<file path="config.mk">
export PLATFORM = sky130hd
export DESIGN_NAME = branch_hazard_ctrl_flat
export DESIGN_NICKNAME = d
export VERILOG_FILES = /design/src/rtl/branch_hazard_ctrl_pkg.sv /design/src/rtl/branch_hazard_ctrl_if.sv /design/src/rtl/branch_hazard_ctrl_detect.sv /design/src/rtl/branch_hazard_ctrl.sv /design/src/flat_wrapper.sv
export SDC_FILE = /design/constraint.sdc
export NUM_CORES = 1
export LEC_CHECK = 0
export BUFFER_PORTS_ARGS = -buffer_cell sky130_fd_sc_hd__buf_2
export CAP_MARGIN = 20
export CORE_AREA = 3 3 74 76
export CTS_CLUSTER_SIZE = 24
export DETAILED_ROUTE_END_ITERATION = 10
export DIE_AREA = 0 0 77 79
export PLACE_DENSITY = 0.8
export SYNTH_ARGS = -nofsm -noshare
export SYNTH_HDL_FRONTEND = slang
export SYNTH_SLANG_ARGS = --single-unit
</file>
<file path="constraint.sdc">
create_clock -name clk -period 1.9 [get_ports clk]
set_input_delay 0.285 -clock clk [delete_from_list [all_inputs] [get_ports clk]]
set_output_delay 0.285 -clock clk [all_outputs]
set_load 0.005 [all_outputs]
</file>
<file path="src/rtl/branch_hazard_ctrl_pkg.sv">
// Shared constants and types for the ID-stage branch hazard controller:
// FSM state encodings, hazard stall counts and the pipeline control bundle.
package branch_hazard_ctrl_pkg;

   localparam int REG_W_DEF = 5;
   localparam int CNT_W_DEF = 16;

   localparam logic [1:0] ST_IDLE    = 2'd0;
   localparam logic [1:0] ST_STALL   = 2'd1;
   localparam logic [1:0] ST_RESOLVE = 2'd2;

   localparam logic [1:0] HAZ_NONE = 2'd0;
   localparam logic [1:0] HAZ_ONE  = 2'd1;
   localparam logic [1:0] HAZ_TWO  = 2'd2;

   typedef struct packed {
      logic pc_write;
      logic ifid_write;
      logic idex_bubble;
      logic ifid_flush;
      logic branch_taken;
   } pipe_ctrl_t;

   localparam pipe_ctrl_t CTRL_RUN = '{pc_write: 1'b1, ifid_write: 1'b1, idex_bubble: 1'b0,
                                       ifid_flush: 1'b0, branch_taken: 1'b0};
   localparam pipe_ctrl_t CTRL_STALL = '{pc_write: 1'b0, ifid_write: 1'b0, idex_bubble: 1'b1,
                                         ifid_flush: 1'b0, branch_taken: 1'b0};

   function automatic logic branch_is_taken(input logic beq, input logic bne, input logic zero);
      return (beq & zero) | (bne & ~zero);
   endfunction

endpackage

</file>
<file path="src/rtl/branch_hazard_ctrl_if.sv">
// Bundle of pipeline-side signals seen by the branch hazard controller.
// The pipeline drives through master; the controller sits on slave.
interface branch_hazard_ctrl_if #(
   parameter int REG_W = 5,
   parameter int CNT_W = 16
);
   logic             id_branch;
   logic             id_branch_not;
   logic             id_zero;
   logic [REG_W-1:0] id_rs;
   logic [REG_W-1:0] id_rt;
   logic             ex_regwrite;
   logic             ex_memread;
   logic [REG_W-1:0] ex_rd;
   logic             mem_regwrite;
   logic             mem_memread;
   logic [REG_W-1:0] mem_rd;

   logic             pc_write;
   logic             ifid_write;
   logic             idex_bubble;
   logic             ifid_flush;
   logic             branch_taken;
   logic             fwd_a;
   logic             fwd_b;
   logic             branch_err;
   logic [CNT_W-1:0] taken_cnt;
   logic [CNT_W-1:0] stall_cnt;

   modport master (
      output id_branch, id_branch_not, id_zero, id_rs, id_rt,
             ex_regwrite, ex_memread, ex_rd, mem_regwrite, mem_memread, mem_rd,
      input  pc_write, ifid_write, idex_bubble, ifid_flush, branch_taken,
             fwd_a, fwd_b, branch_err, taken_cnt, stall_cnt
   );

   modport slave (
      input  id_branch, id_branch_not, id_zero, id_rs, id_rt,
             ex_regwrite, ex_memread, ex_rd, mem_regwrite, mem_memread, mem_rd,
      output pc_write, ifid_write, idex_bubble, ifid_flush, branch_taken,
             fwd_a, fwd_b, branch_err, taken_cnt, stall_cnt
   );

endinterface

</file>
<file path="src/rtl/branch_hazard_ctrl_detect.sv">
// Combinational operand-hazard check for an ID-stage branch: how many stall
// cycles the comparator needs, and which operands can forward from EX/MEM.
module branch_hazard_detect
   import branch_hazard_ctrl_pkg::*;
#(
   parameter int REG_W = REG_W_DEF
) (
   input  logic [REG_W-1:0] id_rs_i,
   input  logic [REG_W-1:0] id_rt_i,
   input  logic             ex_regwrite_i,
   input  logic             ex_memread_i,
   input  logic [REG_W-1:0] ex_rd_i,
   input  logic             mem_regwrite_i,
   input  logic             mem_memread_i,
   input  logic [REG_W-1:0] mem_rd_i,
   output logic [1:0]       hazard_n_o,
   output logic             fwd_a_o,
   output logic             fwd_b_o
);

   logic ex_match;
   logic mem_match;

   // $zero never carries a real dependency, so it can't trigger a hazard.
   assign ex_match  = (ex_rd_i  != '0) && ((ex_rd_i  == id_rs_i) || (ex_rd_i  == id_rt_i));
   assign mem_match = (mem_rd_i != '0) && ((mem_rd_i == id_rs_i) || (mem_rd_i == id_rt_i));

   always_comb begin
      hazard_n_o = HAZ_NONE;
      if (ex_regwrite_i && ex_memread_i && ex_match) begin
         hazard_n_o = HAZ_TWO;
      end else if (ex_regwrite_i && ex_match) begin
         hazard_n_o = HAZ_ONE;
      end else if (mem_memread_i && mem_match) begin
         hazard_n_o = HAZ_ONE;
      end
   end

   assign fwd_a_o = mem_regwrite_i && !mem_memread_i && (mem_rd_i != '0) && (mem_rd_i == id_rs_i);
   assign fwd_b_o = mem_regwrite_i && !mem_memread_i && (mem_rd_i != '0) && (mem_rd_i == id_rt_i);

endmodule

</file>
<file path="src/rtl/branch_hazard_ctrl.sv">
// Sequences beq/bne resolution in ID: stalls for operand hazards, then issues
// taken/not-taken with IF/ID flush; keeps a sticky error flag and perf counters.
module branch_hazard_ctrl
   import branch_hazard_ctrl_pkg::*;
#(
   parameter int REG_W = REG_W_DEF,
   parameter int CNT_W = CNT_W_DEF
) (
   input logic                clk,
   input logic                rst_n,
   branch_hazard_ctrl_if.slave bus
);

   logic [1:0]       state_q, state_d;
   logic [1:0]       cnt_q, cnt_d;
   logic             err_q, err_d;
   logic [CNT_W-1:0] taken_cnt_q, taken_cnt_d;
   logic [CNT_W-1:0] stall_cnt_q, stall_cnt_d;

   logic       br;
   logic       taken;
   logic       do_stall;
   logic       do_resolve;
   logic [1:0] hazard_n;
   logic       fwd_a_raw;
   logic       fwd_b_raw;
   pipe_ctrl_t ctrl;

   branch_hazard_detect #(.REG_W(REG_W)) u_detect (
      .id_rs_i        (bus.id_rs),
      .id_rt_i        (bus.id_rt),
      .ex_regwrite_i  (bus.ex_regwrite),
      .ex_memread_i   (bus.ex_memread),
      .ex_rd_i        (bus.ex_rd),
      .mem_regwrite_i (bus.mem_regwrite),
      .mem_memread_i  (bus.mem_memread),
      .mem_rd_i       (bus.mem_rd),
      .hazard_n_o     (hazard_n),
      .fwd_a_o        (fwd_a_raw),
      .fwd_b_o        (fwd_b_raw)
   );

   assign br    = bus.id_branch ^ bus.id_branch_not;
   assign taken = branch_is_taken(bus.id_branch, bus.id_branch_not, bus.id_zero);

   // cnt holds the stall cycles still owed after the current one, so a branch
   // with N hazards sees exactly N stall cycles and then one resolve cycle.
   // Held in reset, nothing stalls or resolves so the pipeline free-runs.
   always_comb begin
      state_d    = state_q;
      cnt_d      = cnt_q;
      do_stall   = 1'b0;
      do_resolve = 1'b0;
      case (state_q)
         ST_IDLE: begin
            if (br) begin
               if (hazard_n != HAZ_NONE) begin
                  do_stall = 1'b1;
                  cnt_d    = hazard_n - 2'd1;
                  state_d  = (hazard_n == HAZ_ONE) ? ST_RESOLVE : ST_STALL;
               end else begin
                  do_resolve = 1'b1;
               end
            end
         end
         ST_STALL: begin
            do_stall = 1'b1;
            cnt_d    = (cnt_q == 2'd0) ? 2'd0 : cnt_q - 2'd1;
            state_d  = (cnt_q <= 2'd1) ? ST_RESOLVE : ST_STALL;
         end
         ST_RESOLVE: begin
            do_resolve = br;
            state_d    = ST_IDLE;
         end
         default: begin
            state_d = ST_IDLE;
            cnt_d   = 2'd0;
         end
      endcase
      if (!rst_n) begin
         do_stall   = 1'b0;
         do_resolve = 1'b0;
      end
   end

   always_comb begin
      ctrl = CTRL_RUN;
      if (do_stall) begin
         ctrl = CTRL_STALL;
      end else if (do_resolve && taken) begin
         ctrl.ifid_flush   = 1'b1;
         ctrl.branch_taken = 1'b1;
      end
   end

   // Counters stop at all-ones rather than wrapping.
   always_comb begin
      err_d       = err_q | (bus.id_branch & bus.id_branch_not);
      taken_cnt_d = taken_cnt_q;
      stall_cnt_d = stall_cnt_q;
      if (do_resolve && taken && (taken_cnt_q != {CNT_W{1'b1}})) begin
         taken_cnt_d = taken_cnt_q + CNT_W'(1);
      end
      if (do_stall && (stall_cnt_q != {CNT_W{1'b1}})) begin
         stall_cnt_d = stall_cnt_q + CNT_W'(1);
      end
   end

   always_ff @(posedge clk or negedge rst_n) begin
      if (!rst_n) begin
         state_q     <= ST_IDLE;
         cnt_q       <= 2'd0;
         err_q       <= 1'b0;
         taken_cnt_q <= '0;
         stall_cnt_q <= '0;
      end else begin
         state_q     <= state_d;
         cnt_q       <= cnt_d;
         err_q       <= err_d;
         taken_cnt_q <= taken_cnt_d;
         stall_cnt_q <= stall_cnt_d;
      end
   end

   assign bus.pc_write     = ctrl.pc_write;
   assign bus.ifid_write   = ctrl.ifid_write;
   assign bus.idex_bubble  = ctrl.idex_bubble;
   assign bus.ifid_flush   = ctrl.ifid_flush;
   assign bus.branch_taken = ctrl.branch_taken;
   assign bus.fwd_a        = fwd_a_raw & rst_n;
   assign bus.fwd_b        = fwd_b_raw & rst_n;
   assign bus.branch_err   = err_q;
   assign bus.taken_cnt    = taken_cnt_q;
   assign bus.stall_cnt    = stall_cnt_q;

endmodule

</file>
<file path="src/flat_wrapper.sv">
// flat-port wrapper written by rule: the top's interface ports become plain ports
module branch_hazard_ctrl_flat import branch_hazard_ctrl_pkg::*;
#(
   parameter int REG_W = REG_W_DEF,
   parameter int CNT_W = CNT_W_DEF
)
  (clk, rst_n, bus_id_branch, bus_id_branch_not, bus_id_zero, bus_id_rs, bus_id_rt, bus_ex_regwrite, bus_ex_memread, bus_ex_rd, bus_mem_regwrite, bus_mem_memread, bus_mem_rd, bus_pc_write, bus_ifid_write, bus_idex_bubble, bus_ifid_flush, bus_branch_taken, bus_fwd_a, bus_fwd_b, bus_branch_err, bus_taken_cnt, bus_stall_cnt);
  branch_hazard_ctrl_if #(.REG_W(REG_W), .CNT_W(CNT_W)) bus_i ();
  input logic clk;
  input logic rst_n;
  input wire logic [$bits(bus_i.id_branch)-1:0] bus_id_branch;
  input wire logic [$bits(bus_i.id_branch_not)-1:0] bus_id_branch_not;
  input wire logic [$bits(bus_i.id_zero)-1:0] bus_id_zero;
  input wire logic [$bits(bus_i.id_rs)-1:0] bus_id_rs;
  input wire logic [$bits(bus_i.id_rt)-1:0] bus_id_rt;
  input wire logic [$bits(bus_i.ex_regwrite)-1:0] bus_ex_regwrite;
  input wire logic [$bits(bus_i.ex_memread)-1:0] bus_ex_memread;
  input wire logic [$bits(bus_i.ex_rd)-1:0] bus_ex_rd;
  input wire logic [$bits(bus_i.mem_regwrite)-1:0] bus_mem_regwrite;
  input wire logic [$bits(bus_i.mem_memread)-1:0] bus_mem_memread;
  input wire logic [$bits(bus_i.mem_rd)-1:0] bus_mem_rd;
  output wire logic [$bits(bus_i.pc_write)-1:0] bus_pc_write;
  output wire logic [$bits(bus_i.ifid_write)-1:0] bus_ifid_write;
  output wire logic [$bits(bus_i.idex_bubble)-1:0] bus_idex_bubble;
  output wire logic [$bits(bus_i.ifid_flush)-1:0] bus_ifid_flush;
  output wire logic [$bits(bus_i.branch_taken)-1:0] bus_branch_taken;
  output wire logic [$bits(bus_i.fwd_a)-1:0] bus_fwd_a;
  output wire logic [$bits(bus_i.fwd_b)-1:0] bus_fwd_b;
  output wire logic [$bits(bus_i.branch_err)-1:0] bus_branch_err;
  output wire logic [$bits(bus_i.taken_cnt)-1:0] bus_taken_cnt;
  output wire logic [$bits(bus_i.stall_cnt)-1:0] bus_stall_cnt;
  assign bus_i.id_branch = bus_id_branch;
  assign bus_i.id_branch_not = bus_id_branch_not;
  assign bus_i.id_zero = bus_id_zero;
  assign bus_i.id_rs = bus_id_rs;
  assign bus_i.id_rt = bus_id_rt;
  assign bus_i.ex_regwrite = bus_ex_regwrite;
  assign bus_i.ex_memread = bus_ex_memread;
  assign bus_i.ex_rd = bus_ex_rd;
  assign bus_i.mem_regwrite = bus_mem_regwrite;
  assign bus_i.mem_memread = bus_mem_memread;
  assign bus_i.mem_rd = bus_mem_rd;
  assign bus_pc_write = bus_i.pc_write;
  assign bus_ifid_write = bus_i.ifid_write;
  assign bus_idex_bubble = bus_i.idex_bubble;
  assign bus_ifid_flush = bus_i.ifid_flush;
  assign bus_branch_taken = bus_i.branch_taken;
  assign bus_fwd_a = bus_i.fwd_a;
  assign bus_fwd_b = bus_i.fwd_b;
  assign bus_branch_err = bus_i.branch_err;
  assign bus_taken_cnt = bus_i.taken_cnt;
  assign bus_stall_cnt = bus_i.stall_cnt;
  branch_hazard_ctrl #(.REG_W(REG_W), .CNT_W(CNT_W)) u_core (.clk(clk), .rst_n(rst_n), .bus(bus_i));
endmodule
</file>
==> impl_metrics.tcl <==
set metrics [dict create \
    netlist_area_mm2 0.00221 \
    cts_sinks 37 \
    ctsHtreeMaxLevel 2 \
    syn-num-nets 246 \
    nets 371 \
    numCtsBuffers 5 \
    yosysSeqAreaShare_pct 41.9 \
    min-delay-path-class "primary input to async pin" \
    crit_required_ps 1620 \
    clock.fmax_mhz 496 \
    ys_types 42 \
    synth_seq_cells 37 \
    status "finished, violations left" \
    cts_tree "done" \
    rr_startpoint "u_core.state_q[1]" \
    synth_edf_count 0 \
    p_switching_uw 606 \
    initial_core_util_pct 46.2 \
    avgSynthCellArea_um2 10.3 \
    combPwrFrac_pct 21.5 \
    ctsLongestPathBuffers 2 \
    syn2layout_area_growth_pct 52.1 \
    pwr-share-clk_pct 35.8 \
    rsz0062_at_grt "yes" \
    ios 69 \
    maxSlewViolCount 0 \
    finalCritPeriodShare_pct 106 \
    path_cells "buf_6 -> or4_4 -> o21ai_4 -> a211oi_4 -> nor3_4 -> inv_2 -> buf_2" \
    violations "setup timing" \
    max-cap-violations 0 \
    cp.arrival_ps 1730 \
    rr_worst_depth 9 \
    routedWlPerCell_um 15.3 \
    vias_per_cell 5.12 \
    timing.final.ws_setup_ps -118 \
    async_reset_ff_share_pct 100 \
    min_period_ps 2020 \
    swShare_pct 26.8 \
    die_x_um 77 \
    drc_errors 0 \
    path_clk_slew_ps 80 \
    row_count 25 \
    vdd_drop_max_mv 0.686 \
    setup_violations 9 \
    leakage_nw 1.67 \
    cp-startpoint "bus_mem_rd[1]" \
    worst_setup_path_end_kind "output pin" \
    dpl.hpwl_um 4190 \
    worst_setup_path_start_kind "primary input" \
    die_y_um 79 \
    met2WireLength_um 3310 \
    slowest_delay_ps 550 \
    m1WireLength_um 2470 \
    antenna_found_initial 0 \
    slowest_stage "or4_4" \
    grt_max_degree 21 \
    seqPwrFrac_pct 42.6 \
    drt-total-wl_um 6230 \
    yosysWarnings 0 \
    ff2ff_setup_slack_ps 10 \
    p_int_mw 1.66 \
    synth_flop_cell "dfrtp_1" \
    dr_wl_met3_um 338 \
    r2r-end "u_core.bus.stall_cnt[13]" \
    worstSetupPathType "primary input to output pin" \
    worst_pin_slew_ps 757 \
    grt_pass1_wl_um 9830 \
    slew_headroom_pct 49.4 \
    route.top_layer_used "met4" \
    postRouteAntennaNets 0 \
    die_area_mm2 0.00608 \
    syn_inst 214 \
    tns_ps -458 \
    pre_cts_ws_ps -342 \
    gp_congestion 0.895 \
    layout-drive-gt1-share_pct 49.4 \
    grt_usage_pct 20.0 \
    diodes 0 \
    core_mm2 0.00479 \
    grt_pass1_vias 2119 \
    worstSkewPairLatency_ps 290 \
    critPathCapture "bus_idex_bubble" \
    dr_total_vias 2082 \
    fin_skew_ps 12.6 \
    final_hold_viol_count 0 \
    io_buffer_count 68 \
    cts-root-buf "clkbuf_8" \
    grt.overflow.total 0 \
    drt_iter0_markers 116 \
    cp_max_fo 5 \
    p_per_area_mw_per_mm2 672 \
    drt_pass1_iterations 4 \
]
cell families after synthesis:
family                   Yosys count  synth area share (%)
flip-flops                        37                  41.9
adder cells (fa/ha/maj)            3                  1.70
AO/OA/AOI/OAI                     18                  6.28
AND/OR/NAND/NOR                   95                  26.5
XOR/XNOR                          48                  19.0
multiplexers                       5                  2.49
buffers and inverters              8                  2.21
registers in the layout, indices dropped and copies added (netlist names):
name / flops
u_core.bus.taken_cnt: 16
u_core.state_q: 2
u_core.bus.stall_cnt: 16
u_core.bus.branch_err: 1
u_core.cnt_q: 2
metrics by stage:
stage               util (%)  instance area, um2  hold WS (ps)  power [mW]  instances
floorplan                  -                2240         -10.6        1.17        214
global placement        61.8                2960           284        1.40        386
detailed placement      61.8                2960           287        1.42        386
CTS                     66.8                3200           116        2.25        400
global route            70.3                3360           128        2.39        407
finish                  70.3                3360           111        2.26        407
critical path: cells and delay by family:
kind	cells	cell delay (ps)
AND/OR/NAND/NOR	2	860
buffers and inverters	3	320
AO/OA/AOI/OAI	2	270
cell usage in the layout, fill, tap and decap left out, types with 5 or more instances in the layout:
cell and instances:
and3_1 8, buf_2 59, buf_4 45, buf_6 15, clkbuf_8 5, dfrtp_1 37, nand2_1 12, nand3_1 14
nand3_2 5, nand4_1 6, nor2_1 13, nor3_1 5, nor3_4 6, xnor2_1 20, xor2_1 28
cells in the mapped netlist, types with 2 or more instances:
cell	number	area share (%)
a211oi_2	2	1.1
a21oi_1	3	0.68
and3_1	10	2.8
and4_1	3	1.2
buf_4	3	1.0
dfrtp_1	37	42
ha_1	3	1.7
inv_1	3	0.51
mux2_1	3	1.5
nand2_1	13	2.2
nand3_1	14	3.2
nand3_2	5	2.3
nand4_1	6	1.7
nand4_2	3	1.7
nor2_1	16	2.7
nor2b_1	3	0.85
nor3_1	9	2.0
nor3_2	4	1.8
nor3_4	2	1.5
o21ai_0	4	0.91
xnor2_1	20	7.9
xor2_1	28	11
power groups by stage:
stage / Clock [mW] / Combinational (mW) / Sequential (mW)
after global routing: 0.864 / 0.545 / 0.977
after detailed placement: 0 / 0.441 / 0.977
after global placement: 0 / 0.426 / 0.972
after floorplan: 0 / 0.201 / 0.974
after CTS: 0.823 / 0.462 / 0.962
final: 0.810 / 0.487 / 0.964
how the worst min path moves through the flow:
stage,start,to,slack [ps],cells past startpoint
6_report,rst_n,u_core.bus.stall_cnt[8],110,3
5_1_grt,rst_n,u_core.bus.stall_cnt[8],130,3
4_1_cts,rst_n,u_core.bus.stall_cnt[8],120,3
3_5_place_dp,rst_n,u_core.bus.branch_err,290,2
3_3_place_gp,rst_n,u_core.bus.branch_err,280,2
2_1_floorplan,rst_n,u_core.bus.branch_err,-10,0
what timing repair did:
action	CTS	global route
setup endpoints to repair	9	24
hold endpoints to repair	17	0
cloned	0	0
setup buffers	5	8
resized for setup	10	32
pin swaps	8	16
hold buffers	1	0
layout make-up:
class | count | area [um2]
inverter | 4 | 15.0
tap | 67 | 83.8
fill | 341 | 1420
timing repair buffer | 122 | 847
multi-input combinational | 169 | 1360
clock inverter | 3 | 65.1
sequential | 37 | 926
clock buffer | 5 | 68.8
metal layers:
| metal | global-route usage [%] | up-vias |
|---|---|---|
| met3 | 3.51 | 14 |
| met5 | 0 | - |
| met2 | 36.8 | 74 |
| met4 | 5.34 | 0 |
| li1 | - | 1003 |
| met1 | 24.1 | 991 |
Power figures use the tool's default switching activity.
